[config.mk]
export PLATFORM = sky130hd
export DESIGN_NAME = program_loader_flat
export DESIGN_NICKNAME = d
export VERILOG_FILES = /design/src/rtl/program_loader_if.sv /design/src/rtl/program_loader.sv /design/src/flat_wrapper.sv
export SDC_FILE = /design/constraint.sdc
export NUM_CORES = 1
export LEC_CHECK = 0
export ABC_CLOCK_PERIOD_IN_PS = 2300
export BUFFER_PORTS_ARGS = -buffer_cell sky130_fd_sc_hd__buf_2
export CORE_MARGIN = 2
export CORE_UTILIZATION = 40
export CTS_BUF_LIST = sky130_fd_sc_hd__clkbuf_8
export CTS_CLUSTER_DIAMETER = 50
export CTS_CLUSTER_SIZE = 40
export DETAILED_ROUTE_END_ITERATION = 16
export PLACE_DENSITY = 0.59
export SLEW_MARGIN = 20
export SYNTH_ARGS = -nofsm -noshare
export SYNTH_HDL_FRONTEND = slang
export SYNTH_SLANG_ARGS = --single-unit
[constraint.sdc]
create_clock -name clk -period 2.3 [get_ports clk]
set_input_delay 0.23 -clock clk [delete_from_list [all_inputs] [get_ports clk]]
set_output_delay 0.23 -clock clk [all_outputs]
set_load 0.01 [all_outputs]
[src/rtl/program_loader_if.sv]
`default_nettype none
// +----------------------------------------------------------------------------+
// | Module      : program_loader_if                                            |
// | Description : Bus bundle between the UART byte source, the program        |
// |               loader and the program-memory write port.                   |
// | Revision    : 1.0 - initial release                                       |
// +----------------------------------------------------------------------------+
// Signals:
//   start       loader <- host : one-cycle pulse, (re)start a load at address 0
//   rx_valid    loader <- UART : one-cycle pulse, rx_data holds a new byte
//   rx_data     loader <- UART : received byte
//   wr_en       loader -> mem  : one-cycle write strobe
//   wr_addr     loader -> mem  : write address, valid with wr_en
//   wr_data     loader -> mem  : instruction word, valid with wr_en
//   busy        loader -> host : load in progress
//   done        loader -> host : load finished, sticky until start/reset
//   word_count  loader -> host : words written in the current/last load
//   chk_err     loader -> host : sticky checksum mismatch
// Modports: master = loader side, slave = environment side.
interface program_loader_if #(
  parameter int LEN_ADDR = 11,
  parameter int LEN_DATA = 16
);
  logic                start;
  logic                rx_valid;
  logic [7:0]          rx_data;
  logic                wr_en;
  logic [LEN_ADDR-1:0] wr_addr;
  logic [LEN_DATA-1:0] wr_data;
  logic                busy;
  logic                done;
  logic [LEN_ADDR:0]   word_count;
  logic                chk_err;

  modport master (
    input  start, rx_valid, rx_data,
    output wr_en, wr_addr, wr_data, busy, done, word_count, chk_err
  );

  modport slave (
    output start, rx_valid, rx_data,
    input  wr_en, wr_addr, wr_data, busy, done, word_count, chk_err
  );
endinterface
`default_nettype wire

[src/rtl/program_loader.sv]
`default_nettype none
// +----------------------------------------------------------------------------+
// | Module      : program_loader                                               |
// | Description : Packs a UART byte stream into 16-bit instruction words and  |
// |               writes them to program memory from address 0 until a HALT   |
// |               word (0x0000) or the last address, then raises done.        |
// | Revision    : 1.0 - initial release                                       |
// +----------------------------------------------------------------------------+
// Ports:
//   clk       in  system clock, all logic on posedge
//   reset_n   in  synchronous active-low reset
//   bus       program_loader_if.master (start/rx in, memory write + status out)
// Parameters:
//   LEN_ADDR  program-memory address width
//   LEN_DATA  instruction width (two bytes per word, fixed at 16)
//   RAM_DEPTH number of program-memory words
// Optional build macro:
//   LOADER_CHECKSUM_EN - after the terminating write, one extra byte is
//   compared with the XOR of all data bytes; a mismatch sets chk_err.
module program_loader #(
  parameter int LEN_ADDR  = 11,
  parameter int LEN_DATA  = 16,
  parameter int RAM_DEPTH = 2048
) (
  input  wire logic          clk,
  input  wire logic          reset_n,
  program_loader_if.master   bus
);

  localparam logic [LEN_ADDR-1:0] c_last_addr = LEN_ADDR'(RAM_DEPTH - 1);

  typedef enum logic [2:0] {
    S_IDLE    = 3'd0,
    S_WAIT_HI = 3'd1,
    S_WAIT_LO = 3'd2,
    S_DONE    = 3'd3
`ifdef LOADER_CHECKSUM_EN
    , S_WAIT_CK = 3'd4
`endif
  } state_t;

  state_t              r_state,      w_state_nxt;
  logic [LEN_ADDR-1:0] r_addr,       w_addr_nxt;
  logic [7:0]          r_hi,         w_hi_nxt;
  logic                r_wr_en,      w_wr_en_nxt;
  logic [LEN_ADDR-1:0] r_wr_addr,    w_wr_addr_nxt;
  logic [LEN_DATA-1:0] r_wr_data,    w_wr_data_nxt;
  logic                r_busy,       w_busy_nxt;
  logic                r_done,       w_done_nxt;
  logic [LEN_ADDR:0]   r_word_count, w_word_count_nxt;
  logic                w_last_word;
`ifdef LOADER_CHECKSUM_EN
  logic [7:0]          r_xor,        w_xor_nxt;
  logic                r_chk_err,    w_chk_err_nxt;
`endif

  // Current pair terminates the load: HALT word or last writable address.
  assign w_last_word = ((r_hi == 8'h00) && (bus.rx_data == 8'h00)) ||
                       (r_addr == c_last_addr);

  always_ff @(posedge clk) begin
    if (!reset_n) begin
      r_state      <= S_IDLE;
      r_addr       <= '0;
      r_hi         <= '0;
      r_wr_en      <= 1'b0;
      r_wr_addr    <= '0;
      r_wr_data    <= '0;
      r_busy       <= 1'b0;
      r_done       <= 1'b0;
      r_word_count <= '0;
`ifdef LOADER_CHECKSUM_EN
      r_xor        <= '0;
      r_chk_err    <= 1'b0;
`endif
    end else begin
      r_state      <= w_state_nxt;
      r_addr       <= w_addr_nxt;
      r_hi         <= w_hi_nxt;
      r_wr_en      <= w_wr_en_nxt;
      r_wr_addr    <= w_wr_addr_nxt;
      r_wr_data    <= w_wr_data_nxt;
      r_busy       <= w_busy_nxt;
      r_done       <= w_done_nxt;
      r_word_count <= w_word_count_nxt;
`ifdef LOADER_CHECKSUM_EN
      r_xor        <= w_xor_nxt;
      r_chk_err    <= w_chk_err_nxt;
`endif
    end
  end

  always_comb begin
    w_state_nxt      = r_state;
    w_addr_nxt       = r_addr;
    w_hi_nxt         = r_hi;
    w_wr_en_nxt      = 1'b0;
    w_wr_addr_nxt    = r_wr_addr;
    w_wr_data_nxt    = r_wr_data;
    w_busy_nxt       = r_busy;
    w_done_nxt       = r_done;
    w_word_count_nxt = r_word_count;
`ifdef LOADER_CHECKSUM_EN
    w_xor_nxt        = r_xor;
    w_chk_err_nxt    = r_chk_err;
`endif

    // start wins over everything, including a byte arriving in the same cycle.
    if (bus.start) begin
      w_state_nxt      = S_WAIT_HI;
      w_addr_nxt       = '0;
      w_busy_nxt       = 1'b1;
      w_done_nxt       = 1'b0;
      w_word_count_nxt = '0;
`ifdef LOADER_CHECKSUM_EN
      w_xor_nxt        = '0;
      w_chk_err_nxt    = 1'b0;
`endif
    end else if (bus.rx_valid) begin
      case (r_state)
        S_WAIT_HI: begin
          w_hi_nxt    = bus.rx_data;
          w_state_nxt = S_WAIT_LO;
`ifdef LOADER_CHECKSUM_EN
          w_xor_nxt   = r_xor ^ bus.rx_data;
`endif
        end
        S_WAIT_LO: begin
          w_wr_en_nxt      = 1'b1;
          w_wr_addr_nxt    = r_addr;
          w_wr_data_nxt    = {r_hi, bus.rx_data};
          w_word_count_nxt = r_word_count + (LEN_ADDR+1)'(1);
`ifdef LOADER_CHECKSUM_EN
          w_xor_nxt        = r_xor ^ bus.rx_data;
`endif
          if (w_last_word) begin
`ifdef LOADER_CHECKSUM_EN
            w_state_nxt = S_WAIT_CK;
`else
            w_state_nxt = S_DONE;
            w_busy_nxt  = 1'b0;
            w_done_nxt  = 1'b1;
`endif
          end else begin
            w_addr_nxt  = r_addr + LEN_ADDR'(1);
            w_state_nxt = S_WAIT_HI;
          end
        end
`ifdef LOADER_CHECKSUM_EN
        S_WAIT_CK: begin
          w_chk_err_nxt = (bus.rx_data != r_xor);
          w_state_nxt   = S_DONE;
          w_busy_nxt    = 1'b0;
          w_done_nxt    = 1'b1;
        end
`endif
        default: begin
          // IDLE and DONE ignore incoming bytes.
        end
      endcase
    end
  end

  assign bus.wr_en      = r_wr_en;
  assign bus.wr_addr    = r_wr_addr;
  assign bus.wr_data    = r_wr_data;
  assign bus.busy       = r_busy;
  assign bus.done       = r_done;
  assign bus.word_count = r_word_count;
`ifdef LOADER_CHECKSUM_EN
  assign bus.chk_err    = r_chk_err;
`else
  assign bus.chk_err    = 1'b0;
`endif

endmodule
`default_nettype wire

[src/flat_wrapper.sv]
// flat-port wrapper written by rule: the top's interface ports become plain ports
module program_loader_flat 
#(
  parameter int LEN_ADDR  = 11,
  parameter int LEN_DATA  = 16,
  parameter int RAM_DEPTH = 2048
)
  (clk, reset_n, bus_start, bus_rx_valid, bus_rx_data, bus_wr_en, bus_wr_addr, bus_wr_data, bus_busy, bus_done, bus_word_count, bus_chk_err);
  program_loader_if #(.LEN_ADDR(LEN_ADDR), .LEN_DATA(LEN_DATA)) bus_i ();
  input  wire logic clk;
  input  wire logic reset_n;
  input wire logic [$bits(bus_i.start)-1:0] bus_start;
  input wire logic [$bits(bus_i.rx_valid)-1:0] bus_rx_valid;
  input wire logic [$bits(bus_i.rx_data)-1:0] bus_rx_data;
  output wire logic [$bits(bus_i.wr_en)-1:0] bus_wr_en;
  output wire logic [$bits(bus_i.wr_addr)-1:0] bus_wr_addr;
  output wire logic [$bits(bus_i.wr_data)-1:0] bus_wr_data;
  output wire logic [$bits(bus_i.busy)-1:0] bus_busy;
  output wire logic [$bits(bus_i.done)-1:0] bus_done;
  output wire logic [$bits(bus_i.word_count)-1:0] bus_word_count;
  output wire logic [$bits(bus_i.chk_err)-1:0] bus_chk_err;
  assign bus_i.start = bus_start;
  assign bus_i.rx_valid = bus_rx_valid;
  assign bus_i.rx_data = bus_rx_data;
  assign bus_wr_en = bus_i.wr_en;
  assign bus_wr_addr = bus_i.wr_addr;
  assign bus_wr_data = bus_i.wr_data;
  assign bus_busy = bus_i.busy;
  assign bus_done = bus_i.done;
  assign bus_word_count = bus_i.word_count;
  assign bus_chk_err = bus_i.chk_err;
  program_loader #(.LEN_ADDR(LEN_ADDR), .LEN_DATA(LEN_DATA), .RAM_DEPTH(RAM_DEPTH)) u_core (.clk(clk), .reset_n(reset_n), .bus(bus_i));
endmodule
==> key figures, run 1 <==
Timing
  – Setup TNS: 0 ns
  – Max-Slew Margin vs Limit: 0.513
  – Slew @ Worst Pin: between 0.7 and 0.8 ns
  – Crit path time final: just under 2 ns
  – Setup violations, final: 0
  – RSZ-0062 raised after global routing: false
  – Clock Skews: approximately 0.008 ns
  – Hold Vio Cnt, Final: 0
  – Final critical-path share of the clock period: 0.838
  – Slew Viols, Final: 0
  – Fmax achieved: 519 MHz

Worst setup path
  – CP Class: flop to flop
  – Crit path arrival time: 2.16 ns
  – R2R depth: 6
  – CP required: 2.53 ns
  – Critical Path Sink Type: flop
  – Max FO, Critical Path: 11
  – CP startpoint kind: flop

Die
  – Die Height: approximately 86 um
  – Core Area: between 6000 and 7000 sq um
  – Die Area: 7320 sq um
  – Ports: 55
  – Die Wd: ~86 um
  – # rows: 29
  – Starting density of the core: 0.416

Synthesis
  – Syn Nets: roughly 310
  – Flop and latch count out of synthesis: between 60 and 70
  – Post-synth EDFFs: 0
  – Share of the synthesized area in the top cell type: 0.474
  – Post-synth cell types: 46
  – Count leader, synth: nand2_1
  – Async set or reset register ratio after synthesis: 0
  – Syn Inst Count: slightly below 300
  – Mean Syn Cell Area: 8.92 sq um
  – Synth warn: 0
  – Sequential fraction of the synthesis area: 0.474
  – Post-Syn Area: 2660 sq um
  – Most used DFF post-synth: dfxtp_1
  – Post-synth top cells: nand2_1, dfxtp_1, a21boi_0, nor2_1
  – Top area cells in the synthesized netlist: dfxtp_1, nand2_1, a21boi_0
  – Area leader, netlist: dfxtp_1

Cells and area
  – Area Growth Syn to Fin: 20.0%
  – Post-layout util: 0.500
  – Finished Cell Area: about 3200 sq um
  – Multi-input logic area: roughly 1300 sq um
  – Sequential Area: 1260 sq um
  – Total Nets Final: 364
  – Fillers: 637
  – Layout cells sized above 1: 0.235
  – Antenna diode count: 0

Pwr
  – Comb pwr share: 0.036
  – Switching power: a little under 0.5 mW
  – Peak supply drop: between 0.3 and 0.4 mV
  – Leak: 1.32 nW
  – Clock Power Share: 0.497
  – Cell Pwr Density: 741 nW/um^2
  – Share of total power in sequential cells: 0.467
  – P_int: 1.88 mW
  – Sw Share: 0.206

Placement
  – Hpwl dp: 3.83 mm
  – GP Congestion: 0.787
  – Number of buffers added on ports: 53
  – Placed inst area: 2950 sq um

Global route
  – Wire length of the first global-routing pass: 9.34 mm
  – Largest net degree at the start of global routing: 38
  – Number of global-route vias before repair: 1932
  – Initial antenna violation count: 0
  – All-Layer GR Usage: 0.164
  – Total congestion overflow: 0

Clocking
  – TritonCTS clock tree: yes
  – Post-CTS Setup Repair Bufs: 0
  – Cts repair resizes: 0
  – Cts hold-fix bufs: 0
  – Clock slew seen by the registers of the worst setup and hold paths: 0.07 ns
  – H-tree levels: 3
  – Clk root buf: clkbuf_8
  – CTS sink cnt: 63
  – Worst-Skew Late Latency: 0.34 ns
  – Clock buffer depth: 2
  – CTS buffer count: 9

Route
  – Drt total wl: 5.54 mm
  – Post-route ant nets: 0
  – Via Count: around 2100
  – Vias per inst: 5.00
  – Drt first-iter violations: 105
  – DRC violations left: 0
  – Routed wire per std cell: 12.9 um
  – DR pass1 iterations: 4

Worst hold path
  – Cell depth of the worst hold path: 3
  – Worst min path class: input pin to flop

Outcome
  – Status: completed

Flow run
  – Max_cap viols: 0
## layout make-up
type | count | share of cell area
Clock buffer | 10 | 0.0431
Tap cell | 77 | 0.0302
Inverter | 3 | 0.00353
Clock inverter | 6 | 0.0341
Multi-Input combinational cell | 214 | 0.401
Timing Repair Buffer | 57 | 0.0925
Sequential cell | 63 | 0.395
## stage by stage
stage	hold WS (ns)	total power, mW	setup WS [ns]	cells
after floorplan	0.339	1.18	0.591	298
after global placement	0.439	1.21	0.453	414
after detailed placement	0.446	1.21	0.404	414
after CTS	0.125	2.40	0.390	430
after global routing	0.129	2.46	0.265	430
final	0.141	2.37	0.374	430
## worst paths after layout
check                             start  slack [ns]                     to
hold reg to reg   u_core.bus.wr_data[4]        0.45  u_core.bus.wr_data[4]
setup / recovery       u_core.r_addr[0]        0.37       u_core.r_addr[8]
setup reg to reg       u_core.r_addr[0]        0.37       u_core.r_addr[8]
hold / removal           bus_rx_data[3]        0.14  u_core.bus.wr_data[3]
## cell families after synthesis
logic type	Yosys count	synth area share
and+or+nand+nor	139	0.259
DFF	63	0.474
AOI/OAI and AO/OA	48	0.126
buffers and inverters	21	0.0438
xor gates and xnor gates	13	0.0428
muxes	9	0.0339
adders and majority gates	4	0.0188
other	1	0.00141
## routing by layer
layer  routed length, um  GRT usage
met4                 113     0.0823
met1                2910      0.234
met3                 309     0.0491
met5                   0          0
met2                2200      0.224
## flip-flops by register name, summed over array words and instances (netlist names)
name	cells
u_core.bus.busy	1
u_core.bus.done	1
u_core.bus.word_count	12
u_core.bus.wr_addr	11
u_core.bus.wr_data	16
u_core.bus.wr_en	1
u_core.r_addr	11
u_core.r_hi	8
u_core.r_state	2
## power by group through the flow
stage                     Clock (mW)  Sequential [mW]  Combinational, mW
after global placement             0             1.13             0.0846
final                           1.18             1.11             0.0842
after detailed placement           0             1.13             0.0843
after CTS                       1.21             1.10             0.0847
after floorplan                    0             1.13             0.0545
after global routing            1.26             1.11             0.0939
## cell usage in the layout (no fill, tap or decap), types with 7 or more instances in the layout
cell type,netlist,layout
dfxtp_1,63,63
nor2_1,19,19
mux2i_1,9,9
a21boi_0,22,22
a21oi_1,8,8
buf_2,6,53
xnor2_1,8,8
clkbuf_8,1,10
nand2_1,69,69
nor2b_1,9,9
nand4_1,7,7
## worst max-delay path, stage by stage (launching register included)
cell and delay [ns]:
dfxtp_1 0.35, ha_1 0.24, and3_4 0.21, and4_4 0.22, nor3_4 0.43, a31oi_1 0.15
a41o_1 0.22
Note: power is estimated with default switching activity, not from simulation.
==> run 2: changes to the inputs <==
ABC_CLOCK_PERIOD_IN_PS = 1850   (was 2300)
clock period = 1.85 ns   (was 2.3 ns; I/O delays follow)
==> key figures, run 2 (synthesis results as in run 1) <==
Route
  – Drt total wl: between 5 and 6 mm
  – Drt first-iter violations: 120
  – Routed wire per std cell: 12.9 um
  – DRC violations left: 0
  – Vias per inst: 5.01
  – Via Count: 2181
  – Post-route ant nets: 0
  – DR pass1 iterations: 4

Die
  – Starting density of the core: 0.416
  – Die Area: around 7300 sq um
  – Die Wd: 85.5 um
  – Ports: between 50 and 60
  – Core Area: approximately 6400 sq um
  – # rows: 29
  – Die Height: 85.5 um

Worst setup path
  – CP Class: flop to flop
  – RR Endpoint: u_core.r_addr[0]
  – Reg-to-reg startpoint: u_core.r_addr[0]
  – Buf/Inv on CP: 1
  – Stages on worst setup path: 7
  – R2R depth: 7
  – Max FO, Critical Path: 7
  – CP required: 2.07 ns
  – Critical Path Sink Type: flop
  – Slowest CP cell: dfxtp_2
  – Critical path cell sequence: ha_1 -> and3_4 -> and4_4 -> nor3_4 -> buf_6 -> xnor2_1 -> nor2_1
  – CP delay by family, top: simple AND/OR/NAND/NOR gates
  – FF-to-FF setup slack: 0.12 ns
  – Slowest stage delay, CP: 0.35 ns
  – Crit path arrival time: 1.95 ns
  – CP startpoint: u_core.r_addr[0]
  – CP startpoint kind: flop

Placement
  – Dpl cells: 418
  – GP Congestion: 0.756
  – Hpwl dp: approximately 3.8 mm
  – Number of buffers added on ports: 53

Clocking
  – CTS buffer count: 9
  – CTS sink cnt: 63
  – Worst-Skew Late Latency: 0.34 ns
  – Clk root buf: clkbuf_8
  – H-tree levels: 3
  – Clock slew seen by the registers of the worst setup and hold paths: 0.08 ns
  – TritonCTS clock tree: yes
  – Clock buffer depth: 2

Timing
  – Setup violations, final: 0
  – Crit path time final: approximately 1.7 ns
  – Max-Slew Margin vs Limit: 0.624
  – Slew @ Worst Pin: 0.562 ns
  – Hold Vio Cnt, Final: 0
  – Clock Skews: between 0.009 and 0.01 ns
  – Fmax achieved: 578 MHz
  – Slew Viols, Final: 0
  – Final critical-path share of the clock period: 0.935
  – Setup TNS: 0 ns
  – RSZ-0062 raised after global routing: false

Global route
  – Initial antenna violation count: 0
  – Number of global-route vias before repair: approximately 1900
  – Wire length of the first global-routing pass: approximately 9.2 mm
  – Total congestion overflow: 0
  – All-Layer GR Usage: 0.160
  – Largest net degree at the start of global routing: 37

Outcome
  – Status: completed

Pwr
  – Cell Pwr Density: ~840 nW/um^2
  – Peak supply drop: 0.391 mV
  – Leak: 1.34 nW

Cells and area
  – Layout cells sized above 1: 0.254
  – Largest register FFs: 16
  – Commonest non-fill, non-tap cell in the layout: nand2_1
  – Commonest cells after routing, fill and taps aside: nand2_1, dfxtp_1, buf_2
  – Area Growth Syn to Fin: 21.1%
  – Antenna diode count: 0
  – Total Nets Final: around 370
  – Finished Layout Cells: 435

Worst hold path
  – Hold endpoint: u_core.bus.wr_data[4]
  – Worst min path class: input pin to flop
  – Cell depth of the worst hold path: 3
  – Hold wc startpoint: bus_rx_data[4]

Flow run
  – Max_cap viols: 0
run 2: changes by cell type in the layout (fill, tap and decap cells not counted), moves of 2 or more:
cell | previous run | this run
buf_12 | 0 | 2
buf_4 | 4 | 6
bufinv_16 | 3 | 1
clkinv_4 | 0 | 3
inv_6 | 0 | 2
run 2: repair_timing:
item	in CTS	in global routing
resized for setup	0	3
endpoints found under the hold margin	0	0
hold buffers	0	0
setup buffers	0	1
endpoints found under the setup margin	0	6
run 2: how the worst max path moves through the flow:
stage | end | slack, ns
after floorplan | u_core.r_addr[2] | 0.14
after global placement | u_core.r_addr[0] | 0.08
after detailed placement | u_core.r_addr[0] | 0.05
after CTS | u_core.r_addr[0] | 0.03
after global routing | u_core.r_addr[0] | 0.03
final | u_core.r_addr[0] | 0.12
run 2: final cells by class:
| class | count | area (sq um) |
|---|---|---|
| Clock inverter | 7 | 81.3 |
| Sequential cell | 63 | 1260 |
| Multi-Input combinational cell | 214 | 1280 |
| Inverter | 3 | 11.3 |
| Tap cell | 77 | 96.3 |
| Timing Repair Buffer | 62 | 362 |
| Clock buffer | 9 | 124 |
| Fill cell | 669 | 3170 |
run 2: report_power, final:
part | total, mW | leakage, nW | switching (mW) | internal, mW
clock network | 1.23 | 0.100 | 0.590 | 0.638
registers | 1.37 | 0.509 | 0.00734 | 1.37
logic | 0.111 | 0.728 | 0.0639 | 0.0470
total | 2.71 | 1.34 | 0.662 | 2.05
run 2: routing by layer:
layer / up-vias / global-route usage / part of all wire / wire (um)
met4: 0 / 0.0649 / 0.0079 / 44
met5: - / 0 / 0 / 0
li1: 1118 / - / - / -
met3: 2 / 0.0491 / 0.054 / 303
met1: 1006 / 0.237 / 0.53 / 2960
met2: 55 / 0.213 / 0.41 / 2280
run 2: through the flow:
| step | total power [mW] | utilization | worst slack (ns) | area, sq um | hold slack (ns) |
|---|---|---|---|---|---|
| CTS | 2.75 | 0.502 | 0.0342 | 3210 | 0.0938 |
| detailed placement | 1.52 | 0.470 | 0.0461 | 3000 | 0.446 |
| global placement | 1.51 | 0.470 | 0.0800 | 3000 | 0.439 |
| global route | 2.82 | 0.504 | 0.0273 | 3220 | 0.111 |
| floorplan | 1.47 | - | 0.141 | 2660 | 0.294 |
| finish | 2.71 | 0.504 | 0.120 | 3220 | 0.108 |
run 2: worst reg2reg max path: stages, from the launching register on:
cell,delay [ns]
dfxtp_2,0.35
ha_1,0.23
and3_4,0.21
and4_4,0.22
nor3_4,0.27
buf_6,0.17
xnor2_1,0.11
nor2_1,0.05
==> run 3: changes to the inputs <==
RECOVER_POWER = 100   (was default)
==> key figures, run 3 (synthesis results as in run 1) <==
Placement
  – GP Congestion: 0.756
  – Dpl ws: 0.0461 ns
  – Dpl cells: around 420
  – Hpwl dp: 3.83 mm
  – Number of buffers added on ports: 53
  – Placed inst area: 3000 sq um

Global route
  – Initial antenna violation count: 0
  – Wire length of the first global-routing pass: 9.18 mm
  – Total congestion overflow: 0
  – Largest net degree at the start of global routing: 37
  – Number of global-route vias before repair: 1917
  – All-Layer GR Usage: 0.160

Clocking
  – CTS buffer count: 9
  – Worst-Skew Late Latency: 0.35 ns
  – Cts hold-fix bufs: 0
  – CTS sink cnt: between 60 and 70
  – Clk root buf: clkbuf_8
  – Clock buffer depth: 2
  – H-tree levels: 3
  – TritonCTS clock tree: yes
  – Clock slew seen by the registers of the worst setup and hold paths: around 0.080 ns

Timing
  – Final critical-path share of the clock period: 0.924
  – Clock Skews: 0.00968 ns
  – RSZ-0062 raised after global routing: false
  – Setup TNS: 0 ns
  – Hold Vio Cnt, Final: 0
  – Fmax achieved: 585 MHz
  – Slew @ Worst Pin: 0.574 ns
  – PnR worst setup slack: 0.141 ns
  – Slew Viols, Final: 0
  – Max-Slew Margin vs Limit: 0.616
  – Setup violations, final: 0
  – Crit path time final: ~1.7 ns

Worst setup path
  – CP required: between 2 and 2.5 ns
  – Max FO, Critical Path: 7
  – Critical Path Sink Type: flop
  – Crit path arrival time: slightly below 2 ns
  – CP startpoint kind: flop
  – CP Class: flop to flop

Worst hold path
  – Worst min path class: input pin to flop

Route
  – Post-route ant nets: 0
  – Via Count: about 2200
  – DR pass1 iterations: 4
  – Drt first-iter violations: 120
  – DRC violations left: 0
  – Vias per inst: 5.00
  – Routed wire per std cell: 12.9 um
  – Drt total wl: 5.63 mm

Die
  – Die Area: around 7300 sq um
  – Starting density of the core: 0.416
  – Die Height: 85.5 um
  – Ports: between 50 and 60
  – Die Wd: 85.5 um
  – # rows: 29
  – Core Area: around 6400 sq um

Cells and area
  – Sequential Area: 1260 sq um
  – Total Nets Final: 369
  – Finished Layout Cells: 435
  – Finished Cell Area: 3150 sq um
  – Area Growth Syn to Fin: 18.4%
  – Layout cells sized above 1: 0.134
  – Commonest cells after routing, fill and taps aside: nand2_1, dfxtp_1, clkbuf_1
  – Commonest non-fill, non-tap cell in the layout: nand2_1
  – Multi-input logic area: approximately 1300 sq um
  – Antenna diode count: 0
  – Fillers: 682
  – Largest register FFs: 16

Pwr
  – Leak: approximately 1.1 nW
  – Peak supply drop: just under 0.4 mV
  – Cell Pwr Density: about 860 nW/um^2
  – Tot Pwr: 2.72 mW

Flow run
  – Max_cap viols: 0

Outcome
  – Status: completed
[run 3: changes by cell type in the layout (fill, tap and decap cells not counted), sizes merged]
cell / delta
buf: -43
clkbuf: +43
[run 3: layout make-up]
class / instances / area share
multi-input cells: 214 / 0.406
clock inverters: 7 / 0.0258
clock buffers: 9 / 0.0393
well taps: 77 / 0.0306
inverters: 3 / 0.00358
flip-flops and latches: 63 / 0.401
repair buffers: 62 / 0.0934
[run 3: critical path, cell delays in order, from the launching register on]
cell and delay (ns):
dfxtp_2 0.35, ha_1 0.23, and3_4 0.21, and4_4 0.22, nor3_4 0.26, buf_6 0.17, xnor2_1 0.11, nor2_1 0.05
[run 3: worst paths after layout]
| path | startpoint | endpoint | slack (ns) | depth (start not counted) |
|---|---|---|---|---|
| setup / recovery | u_core.r_addr[0] | u_core.r_addr[0] | 0.14 | 7 |
| hold / removal | bus_rx_data[4] | u_core.bus.wr_data[4] | 0.10 | 3 |
| setup reg to reg | u_core.r_addr[0] | u_core.r_addr[0] | 0.14 | 7 |
| hold reg to reg | u_core.bus.wr_addr[9] | u_core.bus.wr_addr[9] | 0.46 | 2 |
[run 3: timing repair]
item                                    4_1_cts  5_1_grt
setup buffers                                 0        1
endpoints found under the setup margin        0        6
gates resized for setup                       0        3
[run 3: per-stage QoR]
stage,hold slack (ns),utilization
2_1_floorplan,0.294,-
3_3_place_gp,0.439,0.470
3_5_place_dp,0.446,0.470
4_1_cts,0.0938,0.502
5_1_grt,0.111,0.493
6_report,0.103,0.493
[run 3: per-layer routing]
layer | track usage | vias up | part of all wire
li1 | - | 1117 | -
met5 | 0 | - | 0
met4 | 0.0649 | 0 | 0.013
met2 | 0.213 | 48 | 0.40
met1 | 0.237 | 1006 | 0.53
met3 | 0.0491 | 6 | 0.053
[run 3: report_power, final]
part,leakage (nW),internal (mW),switching [mW]
clock,0.100,0.638,0.597
sequential,0.509,1.37,0.00737
combinational,0.535,0.0453,0.0636
total,1.14,2.05,0.668
